===== config.mk =====
export PLATFORM = sky130hd
export DESIGN_NAME = ip_periph_ctrl
export DESIGN_NICKNAME = d
export VERILOG_FILES = /design/src/rtl/ip_periph_ctrl.sv
export SDC_FILE = /design/constraint.sdc
export NUM_CORES = 1
export LEC_CHECK = 0
export ABC_AREA = 0
export CORE_AREA = 5 5 161 163
export CTS_CLUSTER_SIZE = 24
export DETAILED_ROUTE_END_ITERATION = 10
export DIE_AREA = 0 0 166 168
export PLACE_DENSITY = 0.67
export SLEW_MARGIN = 20
export SYNTH_ARGS = -nofsm -noshare
export SYNTH_HDL_FRONTEND = slang
export SYNTH_SLANG_ARGS = --single-unit

===== constraint.sdc =====
create_clock -name i_clk -period 2.4 [get_ports i_clk]
set_clock_uncertainty 0.05 [all_clocks]
set_input_delay 0.6 -clock i_clk [delete_from_list [all_inputs] [get_ports i_clk]]
set_output_delay 0.6 -clock i_clk [all_outputs]
set_load 0.05 [all_outputs]

===== src/rtl/ip_periph_ctrl.sv =====
// ip_periph_ctrl
//   LSU-mapped input peripheral: switches and push-buttons are synchronised,
//   debounced on a slow sample tick, and exposed in a 32-byte register window
//   together with sticky write-1-to-clear change/press flags and a button
//   interrupt.
//
//   Register window (word offset from BASE_ADDR):
//     0x00 SW         debounced switches (RO)
//     0x04 SW_CHG     sticky per-bit change flags (W1C)
//     0x10 BTN        debounced buttons (RO)
//     0x14 BTN_PRESS  sticky per-bit debounced rising-edge flags (W1C)
//     0x18 IRQ_EN     button interrupt enables (RW)
//     others          read 0, writes ignored
//
// Ports:
//   i_clk, i_rst       clock, synchronous active-high reset
//   i_lsu_addr         LSU byte address
//   i_lsu_rden         load request
//   i_lsu_wren         store request
//   i_st_data          lane-aligned store data
//   i_num_byte         access size: 0001 byte, 0011 half, 1111 word
//   i_sig_uns          1 = zero-extend loads, 0 = sign-extend
//   i_io_sw, i_io_btn  raw asynchronous inputs
//   o_ip_data          registered load data (0 when no hit)
//   o_ip_hit           registered: previous-cycle load hit this window
//   o_btn_irq          level interrupt, |(BTN_PRESS & IRQ_EN)
module ip_periph_ctrl #(
    parameter int          SW_W       = 32,
    parameter int          BTN_W      = 4,
    parameter int          DEB_CYCLES = 1000,
    parameter logic [15:0] BASE_ADDR  = 16'h7800
) (
    input  logic             i_clk,
    input  logic             i_rst,
    input  logic [31:0]      i_lsu_addr,
    input  logic             i_lsu_rden,
    input  logic             i_lsu_wren,
    input  logic [31:0]      i_st_data,
    input  logic [3:0]       i_num_byte,
    input  logic             i_sig_uns,
    input  logic [SW_W-1:0]  i_io_sw,
    input  logic [BTN_W-1:0] i_io_btn,
    output logic [31:0]      o_ip_data,
    output logic             o_ip_hit,
    output logic             o_btn_irq
);

    localparam int CNT_W = (DEB_CYCLES > 2) ? $clog2(DEB_CYCLES) : 1;

    // ---------------- state ----------------
    logic [CNT_W-1:0] cnt_q, cnt_d;
    logic [SW_W-1:0]  sw_s1_q, sw_s1_d, sw_s2_q, sw_s2_d;
    logic [SW_W-1:0]  sw_h1_q, sw_h1_d, sw_h2_q, sw_h2_d;
    logic [SW_W-1:0]  sw_deb_q, sw_deb_d, sw_chg_q, sw_chg_d;
    logic [BTN_W-1:0] btn_s1_q, btn_s1_d, btn_s2_q, btn_s2_d;
    logic [BTN_W-1:0] btn_h1_q, btn_h1_d, btn_h2_q, btn_h2_d;
    logic [BTN_W-1:0] btn_deb_q, btn_deb_d, btn_press_q, btn_press_d;
    logic [BTN_W-1:0] irq_en_q, irq_en_d;
    logic [31:0]      ip_data_q, ip_data_d;
    logic             ip_hit_q, ip_hit_d;
    logic             btn_irq_q, btn_irq_d;

    // ---------------- combinational ----------------
    logic             hit, tick, wr;
    logic [2:0]       sel;
    logic [3:0]       be;
    logic [31:0]      wmask, st_m, rword, ext;
    logic [SW_W-1:0]  sw_upd, sw_clr;
    logic [BTN_W-1:0] btn_upd, btn_clr;
    logic [7:0]       rbyte;
    logic [15:0]      rhalf;
    logic [15:0]      unused_addr;

    assign unused_addr = i_lsu_addr[31:16];

    always_comb begin
        hit  = (i_lsu_addr[15:5] == BASE_ADDR[15:5]);
        sel  = i_lsu_addr[4:2];
        tick = (cnt_q == CNT_W'(DEB_CYCLES - 1));
        wr   = i_lsu_wren & hit;

        // Byte-lane enables from access size shifted to the byte offset;
        // lanes pushed past bit 3 simply fall off.
        be = i_num_byte << i_lsu_addr[1:0];
        for (int i = 0; i < 4; i++) wmask[8*i +: 8] = {8{be[i]}};
        st_m = i_st_data & wmask;

        // Tick counter and synchronisers.
        cnt_d    = tick ? '0 : cnt_q + CNT_W'(1);
        sw_s1_d  = i_io_sw;
        sw_s2_d  = sw_s1_q;
        btn_s1_d = i_io_btn;
        btn_s2_d = btn_s1_q;

        // Sample history shifts on the tick only.
        sw_h1_d  = tick ? sw_s2_q  : sw_h1_q;
        sw_h2_d  = tick ? sw_h1_q  : sw_h2_q;
        btn_h1_d = tick ? btn_s2_q : btn_h1_q;
        btn_h2_d = tick ? btn_h1_q : btn_h2_q;

        // A bit flips when three consecutive samples agree and differ from
        // the current debounced value (uses pre-shift history).
        sw_upd  = tick ? (~(sw_s2_q ^ sw_h1_q) & ~(sw_h1_q ^ sw_h2_q)
                          & (sw_s2_q ^ sw_deb_q)) : '0;
        btn_upd = tick ? (~(btn_s2_q ^ btn_h1_q) & ~(btn_h1_q ^ btn_h2_q)
                          & (btn_s2_q ^ btn_deb_q)) : '0;
        sw_deb_d  = sw_deb_q ^ sw_upd;
        btn_deb_d = btn_deb_q ^ btn_upd;

        // Sticky flags: a set on the same edge as a W1C wins.
        sw_clr   = (wr && sel == 3'd1) ? st_m[SW_W-1:0]  : '0;
        btn_clr  = (wr && sel == 3'd5) ? st_m[BTN_W-1:0] : '0;
        sw_chg_d    = (sw_chg_q & ~sw_clr) | sw_upd;
        btn_press_d = (btn_press_q & ~btn_clr) | (btn_upd & btn_s2_q);

        irq_en_d = irq_en_q;
        if (wr && sel == 3'd6)
            irq_en_d = (irq_en_q & ~wmask[BTN_W-1:0]) | st_m[BTN_W-1:0];

        btn_irq_d = |(btn_press_q & irq_en_q);

        // Read path from current (pre-write) register values.
        rword = '0;
        case (sel)
            3'd0: rword[SW_W-1:0]  = sw_deb_q;
            3'd1: rword[SW_W-1:0]  = sw_chg_q;
            3'd4: rword[BTN_W-1:0] = btn_deb_q;
            3'd5: rword[BTN_W-1:0] = btn_press_q;
            3'd6: rword[BTN_W-1:0] = irq_en_q;
            default: rword = '0;
        endcase

        case (i_lsu_addr[1:0])
            2'd0:    rbyte = rword[7:0];
            2'd1:    rbyte = rword[15:8];
            2'd2:    rbyte = rword[23:16];
            default: rbyte = rword[31:24];
        endcase
        rhalf = i_lsu_addr[1] ? rword[31:16] : rword[15:0];

        case (i_num_byte)
            4'b0001: ext = {{24{~i_sig_uns & rbyte[7]}}, rbyte};
            4'b0011: ext = {{16{~i_sig_uns & rhalf[15]}}, rhalf};
            4'b1111: ext = rword;
            default: ext = '0;
        endcase

        ip_hit_d  = i_lsu_rden & hit;
        ip_data_d = ip_hit_d ? ext : '0;
    end

    always_ff @(posedge i_clk) begin
        if (i_rst) begin
            cnt_q       <= '0;
            sw_s1_q     <= '0;
            sw_s2_q     <= '0;
            sw_h1_q     <= '0;
            sw_h2_q     <= '0;
            sw_deb_q    <= '0;
            sw_chg_q    <= '0;
            btn_s1_q    <= '0;
            btn_s2_q    <= '0;
            btn_h1_q    <= '0;
            btn_h2_q    <= '0;
            btn_deb_q   <= '0;
            btn_press_q <= '0;
            irq_en_q    <= '0;
            ip_data_q   <= '0;
            ip_hit_q    <= 1'b0;
            btn_irq_q   <= 1'b0;
        end else begin
            cnt_q       <= cnt_d;
            sw_s1_q     <= sw_s1_d;
            sw_s2_q     <= sw_s2_d;
            sw_h1_q     <= sw_h1_d;
            sw_h2_q     <= sw_h2_d;
            sw_deb_q    <= sw_deb_d;
            sw_chg_q    <= sw_chg_d;
            btn_s1_q    <= btn_s1_d;
            btn_s2_q    <= btn_s2_d;
            btn_h1_q    <= btn_h1_d;
            btn_h2_q    <= btn_h2_d;
            btn_deb_q   <= btn_deb_d;
            btn_press_q <= btn_press_d;
            irq_en_q    <= irq_en_d;
            ip_data_q   <= ip_data_d;
            ip_hit_q    <= ip_hit_d;
            btn_irq_q   <= btn_irq_d;
        end
    end

    assign o_ip_data = ip_data_q;
    assign o_ip_hit  = ip_hit_q;
    assign o_btn_irq = btn_irq_q;

endmodule


# Word-level counts from Yosys, hierarchy flattened
# Cells that the tools add are included.
[classes]
n_lt_le_gt_ge = 0
shifts = 1
eq_ne = 11
add_sub_neg = 1
n_mux = 9
div_mod_pow = 0
mul = 0
bitwise_logic = 34
n_reduce_logical = 8
[ops]
columns = ["op", "n"]
rows = [
  ["bitwise AND 32 bit", 4],
  ["bitwise XOR 32 bit", 4],
  ["NOT 32 bit", 3],
  ["one-hot mux 32 bit (3 select lines)", 1],
  ["two-way mux 32 bit", 2],
  ["one-hot mux 28 bit (2 select lines)", 1],
  ["bitwise OR 32 bit", 1],
  ["bitwise AND 4 bit", 6],
  ["one-hot mux 8 bit (3 select lines)", 1],
  ["one-hot mux 4 bit (5 select lines)", 1],
  ["two-way mux 16 bit", 1],
  ["NOT 4 bit", 4],
  ["bitwise XOR 4 bit", 4],
  ["== test 11 x 10 -> 1 bit, second input constant", 1],
  ["adder 10 x 1 -> 10 bit, second input constant", 1],
  ["== test 10 bit, second input constant", 1],
  ["== test 3 bit, second input constant", 3],
  ["two-way mux 4 bit", 2],
  ["bitwise OR 4 bit", 2],
  ["bitwise AND 1 bit", 4],
  ["== test 4 x 1 -> 1 bit, second input constant", 1],
  ["== test 4 x 2 -> 1 bit, second input constant", 1],
  ["== test 4 bit, second input constant", 1],
  ["OR reduction 2 bit", 2],
  ["9 further kinds", 12],
]
[totals]
ramBits = 0
elab_cells = 81
reg_bits = 264
mem_count = 0
rom_bits = 0
latchBits = 0

# Depth between registers and ports, before layout
# Gate-level depths: netlist of run 1.
[logic_depth]
depth_word = 7
mapped_depth = 8

# Worst setup path before layout of run 1
# Ideal clock, no wire load.
[synth_timing]
path_type = "input -> register"
startpoint = "input port i_lsu_addr[6]"
endpoint = "register sw_chg_q[27]"
t_arrival_ps = 2003
setup_ps = 132
slack_ps = 215
required_ps = 2218
path_stages = 6
cell_sequence = "or4_4 nor4_4 buf_6 nand3_1 nand2_1 a21oi_1"
[synth_via]
elab_chain_len = 7
[synth_lines]
columns = ["element", "line", "source"]
rows = [
  ["from (decl)", "35", "input logic [31:0] i_lsu_addr,"],
  ["== test 11 x 10 -> 1 bit", "77", "hit = (i_lsu_addr[15:5] == BASE_ADDR[15:5]);"],
  ["bitwise AND 1 bit", "80", "wr = i_lsu_wren & hit;"],
  ["logical AND 1 bit", "111", "sw_clr = (wr && sel == 3'd1) ? st_m[SW_W-1:0] : '0;"],
  ["two-way mux 32 bit", "111", ""],
  ["NOT 32 bit", "113", "sw_chg_d = (sw_chg_q & ~sw_clr) | sw_upd;"],
  ["bitwise AND 32 bit", "113", ""],
  ["bitwise OR 32 bit", "113", ""],
  ["to (signal assigned)", "178", "sw_chg_q <= sw_chg_d;"],
  ["to (decl)", "54", "logic [SW_W-1:0] sw_deb_q, sw_deb_d, sw_chg_q, sw_chg_d;"],
]
# No other way between the ends.
# A chain may end at the register's enable or synchronous reset.

# Worst setup path in the final report of run 1
[layout_timing]
startpoint = "register ip_data_q[0], in the netlist o_ip_data[0]"
endpoint = "output port o_ip_data[0]"
[layout_rtl]
columns = ["element", "line", "source"]
rows = [
  ["from (decl)", "59", "logic [31:0] ip_data_q, ip_data_d;"],
  ["from (signal assigned)", "186", "ip_data_q <= ip_data_d;"],
  ["to (decl)", "43", "output logic [31:0] o_ip_data,"],
]
# No word-level cell between the ends.

==> flow_summary.ini, run 1 <==
[logic_synthesis]
syn_avg_cell_area_um2 = 8.737
synth_cells = 1232
synth_cell_types = 61
netlist_area_um2 = 10760
seq_area_frac_synth = 0.4910
synth_edf_count = 0
synth_warnings = 0
async_flop_share = 0
synth-seq-cells = 264
syn_nets = 1342
ys.flop_type = dfxtp_1

[critical_path]
path_delay_family = buffers and inverters
path_cells = clkdlybuf4s50_1
worstSetupStartpointType = register
cpMaxStageDelayCell = clkdlybuf4s50_1
slowest_delay_ns = 0.82
crit_fanout = 1
crit_arrival_ns = 1.66
end_kind = primary output
worst-path-buf-inv = 1
critPathKind = reg2out
critPathRequiredTime_ns = 1.75

[final_layout]
diodes = 0
nFillCells = 2147
fin_util = 0.5668
syn_to_final_growth_pct = 27.30
regArea_um2 = 5285
multiInputGateArea_um2 = 5077
layout-drive-gt1-share = 0.09534
fin_nets = 1483

[floorplanning]
die_y_um = 168
core_area_um2 = 24180
ios = 143
start_util = 0.4452
die-area_um2 = 27890
rows = 57
dieWidth_um = 166

[global_routing]
antenna_found_initial = 0
grt.total_usage = 0.1718
grt_max_degree = 142
grt_pass1_wl_um = 41180
grt_pass1_vias = 8124
overflow = 0

[drt]
first_pass_iters = 5
wirelength_met1_um = 12200
route.vias.total = 8982
routedWlPerCell_um = 14.59
wl_um = 25090
drt_iter0_drc = 680
drc = 0
top_layer_used = met4
dr_wl_met3_um = 1603
via_per_inst = 5.225
detail-route-antenna-nets = 0
dr_wl_met2_um = 10800

[sta]
clock.fmax_ghz = 0.4325
post-route-min-period_ns = 2.312
fin_crit_sh = 0.9634
hold_viol = 0
setup_viol = 0
maxSlewViolCount = 0
rsz0062_at_grt = false
slew_headroom = 0.4063
tightest_slew_ns = 0.8905
fin_tns_setup_ns = 0

[clock_tree]
clock_sinks = 264
cts-resized-gates = 0
clk_path_buf_depth = 3
clock_latency_ns = 0.53
cts_buffers = 28
clk_pin_slew_ns = 0.06
htreeDepth = 1
root_buffer = clkbuf_16
postCtsHoldBufs = 0
cts_tree = done
cts_setup_buffers = 0

[flow_run]
max-cap-violations = 0

[place]
globalplace.congestion = 0.9050
port_buffers = 126
place_hpwl_um = 17250

[outcome]
status = completed

[power_and_ir_drop]
ir_drop_uv = 465.2
power.leakage_nw = 4.739
powerDensity_nw_per_um2 = 708.0

[min_path]
min-delay-path-class = reg2reg
==> layout make-up <==
cell class	count	share of cell area
clock buffer	39	0.05935
clock inverter	13	0.01753
inverter	11	0.003013
multi-input combinational	881	0.3705
sequential	264	0.3857
tap	324	0.02958
timing repair buffer	187	0.1343
==> cell usage after synthesis, types with 3 or more instances <==
cell type  count  area (um^2)
nand4_1        9        56.30
nand2_1      217        814.5
xor2_1         3        26.28
o221ai_1       4        35.03
or3_1         34        212.7
inv_1         10        37.54
buf_2         16        80.08
dfxtp_1      264         5285
xnor2_1        3        26.28
a21oi_1      163        815.8
buf_6          7        78.83
nor3_1         9        45.04
nor4b_1       33        289.0
a32oi_1        8        70.07
a22oi_1        6        45.04
mux2i_1       37        370.4
and4b_1       33        330.3
nand3_1       30        150.1
nand2b_1       6        37.54
and2_1         3        18.77
and3_1         4        25.02
clkbuf_1      49        183.9
o22ai_1        8        50.05
a21oi_2       10        87.58
nor2_1        54        202.7
o31ai_1        4        30.03
o21ai_0       79        395.4
or2b_1         3        22.52
a31oi_1        5        31.28
nor2b_1       79        494.2
mux2_2         3        33.78
nor4_1         3        18.77
==> state kept, by name (all words and copies together) (netlist names), named ones only <==
register     count
o_ip_data       32
sw_chg_q        32
sw_deb_q        32
sw_h1_q         32
sw_h2_q         32
sw_s1_q         32
sw_s2_q         32
cnt_q           10
btn_deb_q        4
btn_h1_q         4
btn_h2_q         4
btn_press_q      4
btn_s1_q         4
btn_s2_q         4
o_btn_irq        1
o_ip_hit         1
==> where the power goes <==
part	total (mW)	switching (mW)	leakage, nW	internal, mW
clock	4.79	1.69	0.522	3.10
sequential	4.47	0.0289	2.14	4.44
combinational	0.435	0.203	2.08	0.232
total	9.70	1.92	4.74	7.78
==> through the flow <==
step                total power, mW  area [um^2]  worst slack, ns  std cells  hold WS, ns
floorplan                     4.753        10760           0.2150       1232       0.3638
global placement              5.001        12650          -0.3164       1667       0.3665
detailed placement            5.004        12650          -0.3508       1667       0.3720
CTS                           9.844        13700          0.05194       1719       0.3826
global route                  10.08        13700          0.02606       1719       0.3988
finish                        9.702        13700          0.08779       1719       0.3811
==> final timing paths <==
kind | from | endpoint | slack, ns | cells after the start
max reg2reg | cnt_q[0] | sw_deb_q[14] | 0.33 | 6
min reg2reg | sw_s1_q[21] | sw_s2_q[21] | 0.38 | 1
max | o_ip_data[0] | o_ip_data[0] | 0.09 | 1
min | sw_s1_q[21] | sw_s2_q[21] | 0.38 | 1
==> cell usage in the layout, fill, tap and decap left out, drive strengths merged, types with 5 or more instances in the layout <==
master         count
dfxtp            264
nand2            217
a21oi            173
clkdlybuf4s50    124
o21ai             80
nor2b             79
buf               63
nor2              54
clkbuf            39
mux2i             37
or3               35
nor4b             33
and4b             33
nand3             31
inv               10
nand4             10
nor3               9
o22ai              8
a32oi              8
bufinv             7
clkinv             7
nand2b             6
a22oi              6
nor4               6
a31oi              5
==> cell families (layout without fill, tap and decap cells) <==
logic type	after synthesis	in the layout	synth area share
AO/OA/AOI/OAI	299	299	0.1560
XOR/XNOR	6	6	0.004883
adder cells (fa/ha/maj)	1	1	0.001162
buffers and inverters	87	250	0.03778
flip-flops	264	264	0.4910
multiplexers	41	41	0.03859
AND/OR/NAND/NOR	534	534	0.2706
==> layer usage <==
| metal | GRT usage | vias to the layer above |
|---|---|---|
| met2 | 0.2642 | 225 |
| met5 | 0 | - |
| met3 | 0.03564 | 45 |
| li1 | - | 4618 |
| met1 | 0.2471 | 4094 |
| met4 | 0.04519 | 0 |
(Power assumes the default switching activity.)
==> run 2: changes to the inputs <==
--- a/config.mk
+++ b/config.mk
@@ -11,6 +11,7 @@
 export DETAILED_ROUTE_END_ITERATION = 10
 export DIE_AREA = 0 0 166 168
 export PLACE_DENSITY = 0.67
+export SKIP_CTS_REPAIR_TIMING = 1
 export SLEW_MARGIN = 20
 export SYNTH_ARGS = -nofsm -noshare
 export SYNTH_HDL_FRONTEND = slang
==> constraint.sdc (replaced) <==
create_clock -name i_clk -period 2.7 [get_ports i_clk]
set_clock_uncertainty 0.05 [all_clocks]
set_input_delay 0.675 -clock i_clk [delete_from_list [all_inputs] [get_ports i_clk]]
set_output_delay 0.675 -clock i_clk [all_outputs]
set_load 0.05 [all_outputs]
==> run 2 against run 1 <==
Wire length increased by 0.27%; clock power decreased by 22%; register-to-register slack improved by 0.27 ns; utilization decreased by 1.1 points; combinational power decreased by 13%; largest cell class unchanged; largest power group is now sequential cells.
==> flow_summary.ini, run 2 (same netlist as run 1, synthesis figures left out) <==
[outcome]
status = completed

[power_and_ir_drop]
power.leakage_nw = 4.575
ir_drop_uv = 385.7
p_total_mw = 8.104
powerDensity_nw_per_um2 = 603.3

[floorplanning]
core_area_um2 = 24180
die_y_um = 168
die-area_um2 = 27890
dieWidth_um = 166
ios = 143
start_util = 0.4452
rows = 57

[critical_path]
worst-path-buf-inv = 1
slowest_delay_ns = 0.80
crit_arrival_ns = 1.66
end_kind = primary output
worstSetupStartpointType = register
critPathRequiredTime_ns = 1.98
path_delay_family = buffers and inverters
crit_fanout = 1
critPathKind = reg2out
path_cells = clkdlybuf4s50_1
cpMaxStageDelayCell = clkdlybuf4s50_1

[global_routing]
grt_pass1_wl_um = 40420
overflow = 0
grt_max_degree = 148
antenna_found_initial = 0
grt.total_usage = 0.1701
grt_pass1_vias = 7837

[final_layout]
layout-drive-gt1-share = 0.08412
syn_to_final_growth_pct = 24.78
diodes = 0
final_cell_mix = dfxtp_1, nand2_1, a21oi_1
fin_nets = 1468
final_common_cell = dfxtp_1
nFillCells = 2190
final_cells = 1703
fin_util = 0.5556

[sta]
tightest_slew_ns = 0.9220
hold_viol = 0
post-route-min-period_ns = 2.385
fin_crit_sh = 0.8834
maxSlewViolCount = 0
fin_ws_ns = 0.3149
slew_headroom = 0.3677
rsz0062_at_grt = false
setup_viol = 0
clock.fmax_ghz = 0.4193

[drt]
via_per_inst = 5.207
wl_um = 25150
drt_iter0_drc = 603
routedWlPerCell_um = 14.77
first_pass_iters = 5
route.vias.total = 8868
drc = 0
detail-route-antenna-nets = 0

[clock_tree]
clk_pin_slew_ns = 0.06
root_buffer = clkbuf_16
cts_buffers = 28
clk_path_buf_depth = 3
clock_sinks = 264
clock_latency_ns = 0.54
htreeDepth = 1
cts_tree = done

[place]
dp_slack_ns = -0.1132
port_buffers = 126
place_hpwl_um = 17330
globalplace.congestion = 0.9190
place_inst = 1652

[min_path]
min-delay-path-class = in2reg

[flow_run]
max-cap-violations = 0
run 2: cell count changes in the layout (fill, tap and decap cells not counted):
cell,delta
bufinv_16,-6
buf_12,-2
clkinv_2,-2
inv_6,+1
clkbuf_1,+1
buf_4,-13
clkinvlp_4,+4
clkbuf_8,+1
run 2: through the flow:
step | hold slack, ns | setup TNS, ns | instance area (um^2)
6_report | 0.3075 | 0 | 13430
5_1_grt | 0.2980 | 0 | 13430
4_1_cts | 0.2849 | 0 | 13430
3_5_place_dp | 0.3720 | -2.550 | 12510
3_3_place_gp | 0.3668 | -0.8959 | 12510
2_1_floorplan | 0.3638 | 0 | 10760
run 2: routing by layer:
layer | track usage | routed length, um
met1 | 0.2521 | 12480
met2 | 0.2550 | 10640
met4 | 0.04268 | 419
met3 | 0.03329 | 1611
met5 | 0 | 0
run 2: area by class of cell:
type	instances	area (um^2)	share of cell area
flip-flops and latches	264	5285	0.3935
multi-input cells	881	5077	0.3780
repair buffers	172	1703	0.1268
clock buffers	41	830.8	0.06185
well taps	324	405.4	0.03018
clock inverters	10	88.84	0.006614
inverters	11	41.29	0.003074
run 2: path summary, 6_finish.rpt:
path	start	to	slack, ns	cells after the start
worst min register to register	sw_s1_q[27]	sw_s2_q[27]	0.38	1
worst max register to register	cnt_q[0]	sw_deb_q[29]	0.60	6
worst min-delay path	i_rst	sw_h1_q[28]	0.31	2
worst max-delay path	o_ip_data[18]	o_ip_data[18]	0.31	1
run 2: where the power goes:
group          switching [mW]  internal, mW
logic                   0.178         0.199
registers              0.0266          3.95
clock network            1.53          2.22
total                    1.73          6.37
==> run 3: changes to the inputs <==
==> constraint.sdc (replaced) <==
create_clock -name i_clk -period 3.1 [get_ports i_clk]
set_clock_uncertainty 0.05 [all_clocks]
set_input_delay 0.775 -clock i_clk [delete_from_list [all_inputs] [get_ports i_clk]]
set_output_delay 0.775 -clock i_clk [all_outputs]
set_load 0.05 [all_outputs]
==> run 3 against run 2 <==
Global-route usage increased by 0.47 points; largest cell class unchanged; clock power decreased by 8.0%; sequential power decreased by 13%; combinational power decreased by 14%; flip-flop and latch count unchanged; final cell count decreased by 1.0%; hold slack improved by 0.070 ns; utilization decreased by 0.43 points; via count increased by 0.70%; die area unchanged; first-iteration DRC count increased by 22%.
==> flow_summary.ini, run 3 (same netlist as run 1, synthesis figures left out) <==
[critical_path]
crit_cells = 1
critical_path.startpoint = o_ip_data[18]
critPathKind = reg2out
r2r_cells = 6
cpMaxStageDelayCell = clkdlybuf4s50_1
rr_startpoint = cnt_q[0]
path_cells = clkdlybuf4s50_1
path_delay_family = buffers and inverters
critPathRequiredTime_ns = 2.27
worstSetupStartpointType = register
crit_arrival_ns = 1.67
crit_fanout = 1
r2r_end = sw_deb_q[14]
end_kind = primary output
slowest_delay_ns = 0.81
worstSetupEndpoint = o_ip_data[18]
worst-path-buf-inv = 1
reg2reg_slack_ns = 0.97

[final_layout]
fin_nets = 1452
layout-drive-gt1-share = 0.07562
multiInputGateArea_um2 = 5077
diodes = 0
fin_util = 0.5512
syn_to_final_growth_pct = 23.81
nFillCells = 2153
final_common_cell = dfxtp_1
regArea_um2 = 5285
final_cell_mix = dfxtp_1, nand2_1, a21oi_1

[power_and_ir_drop]
powerDensity_nw_per_um2 = 542.8
ir_drop_uv = 388.9
power.leakage_nw = 4.519

[global_routing]
grt.total_usage = 0.1747
grt_pass1_wl_um = 41650
grt_pass1_vias = 8054
antenna_found_initial = 0
grt_max_degree = 154
overflow = 0

[floorplanning]
rows = 57
start_util = 0.4452
ios = 143
core_area_um2 = 24180
die_y_um = 168
die-area_um2 = 27890
dieWidth_um = 166

[clock_tree]
clk_pin_slew_ns = 0.06
root_buffer = clkbuf_16
cts_tree = done
clock_sinks = 264
clk_path_buf_depth = 3
cts_buffers = 27
clock_latency_ns = 0.53
htreeDepth = 1

[sta]
tightest_slew_ns = 0.8199
fin_tns_setup_ns = 0
slew_headroom = 0.4534
rsz0062_at_grt = false
maxSlewViolCount = 0
hold_viol = 0
setup_viol = 0
clock.fmax_ghz = 0.4012
post-route-min-period_ns = 2.493
fin_crit_sh = 0.8041

[drt]
detail-route-antenna-nets = 0
drt_iter0_drc = 733
first_pass_iters = 5
via_per_inst = 5.297
drc = 0
routedWlPerCell_um = 15.09
wl_um = 25440
route.vias.total = 8930

[place]
globalplace.congestion = 0.8697
place_hpwl_um = 17060
port_buffers = 126

[outcome]
status = completed

[min_path]
min-delay-path-class = reg2reg

[flow_run]
max-cap-violations = 0
-- run 3: cell count changes in the layout (fill, tap and decap cells not counted) --
| cell | change |
|---|---|
| buf_4 | -12 |
| bufinv_16 | +4 |
| clkbuf_1 | -4 |
| buf_12 | -3 |
| clkbuf_16 | -2 |
| clkinv_2 | +2 |
| clkinv_4 | +2 |
| clkinvlp_4 | -2 |
| clkbuf_8 | -1 |
| inv_6 | -1 |
-- run 3: where the power goes --
group / internal [mW] / total (mW) / switching, mW / leakage [nW]
Sequential: 3.44 / 3.46 / 0.0230 / 2.14
Combinational: 0.167 / 0.324 / 0.157 / 1.90
Clock: 2.13 / 3.45 / 1.31 / 0.474
Total: 5.74 / 7.23 / 1.49 / 4.52
-- run 3: metal layers --
layer  global-route usage  share of wire  vias up  wire length (um)
li1                     -              -     4543                 -
met1               0.2589           0.49     4126             12560
met2               0.2642           0.43      230             10950
met3              0.02673          0.055       31              1403
met4              0.05057          0.021        0               527
met5                    0              0        -                 0
-- run 3: worst min-delay path by stage --
| stage | slack, ns | cells past startpoint | start | endpoint |
|---|---|---|---|---|
| 5_1_grt | 0.41 | 1 | sw_s1_q[2] | sw_s2_q[2] |
| 3_3_place_gp | 0.37 | 1 | sw_s1_q[24] | sw_s2_q[24] |
| 2_1_floorplan | 0.36 | 1 | btn_s1_q[0] | btn_s2_q[0] |
| 4_1_cts | 0.39 | 1 | sw_s1_q[13] | sw_s2_q[13] |
| 6_report | 0.38 | 1 | sw_s1_q[26] | sw_s2_q[26] |
| 3_5_place_dp | 0.37 | 1 | sw_s1_q[13] | sw_s2_q[13] |
-- run 3: through the flow --
step / instance area [um^2] / power (mW) / worst slack, ns / cells / hold slack, ns
after floorplan: 10760 / 3.679 / 0.7400 / 1232 / 0.3638
after global placement: 12360 / 3.859 / 0.1870 / 1637 / 0.3663
after detailed placement: 12360 / 3.861 / 0.1430 / 1637 / 0.3720
after CTS: 13330 / 7.319 / 0.5723 / 1686 / 0.3860
after global routing: 13330 / 7.509 / 0.5486 / 1686 / 0.4073
final: 13330 / 7.233 / 0.6072 / 1686 / 0.3775
-- run 3: layout make-up --
| class | instances | share of cell area |
|---|---|---|
| clock buffers | 34 | 0.05643 |
| clock inverters | 15 | 0.01596 |
| inverters | 11 | 0.003098 |
| multi-input cells | 881 | 0.3810 |
| flip-flops and latches | 264 | 0.3966 |
| well taps | 324 | 0.03042 |
| repair buffers | 157 | 0.1165 |
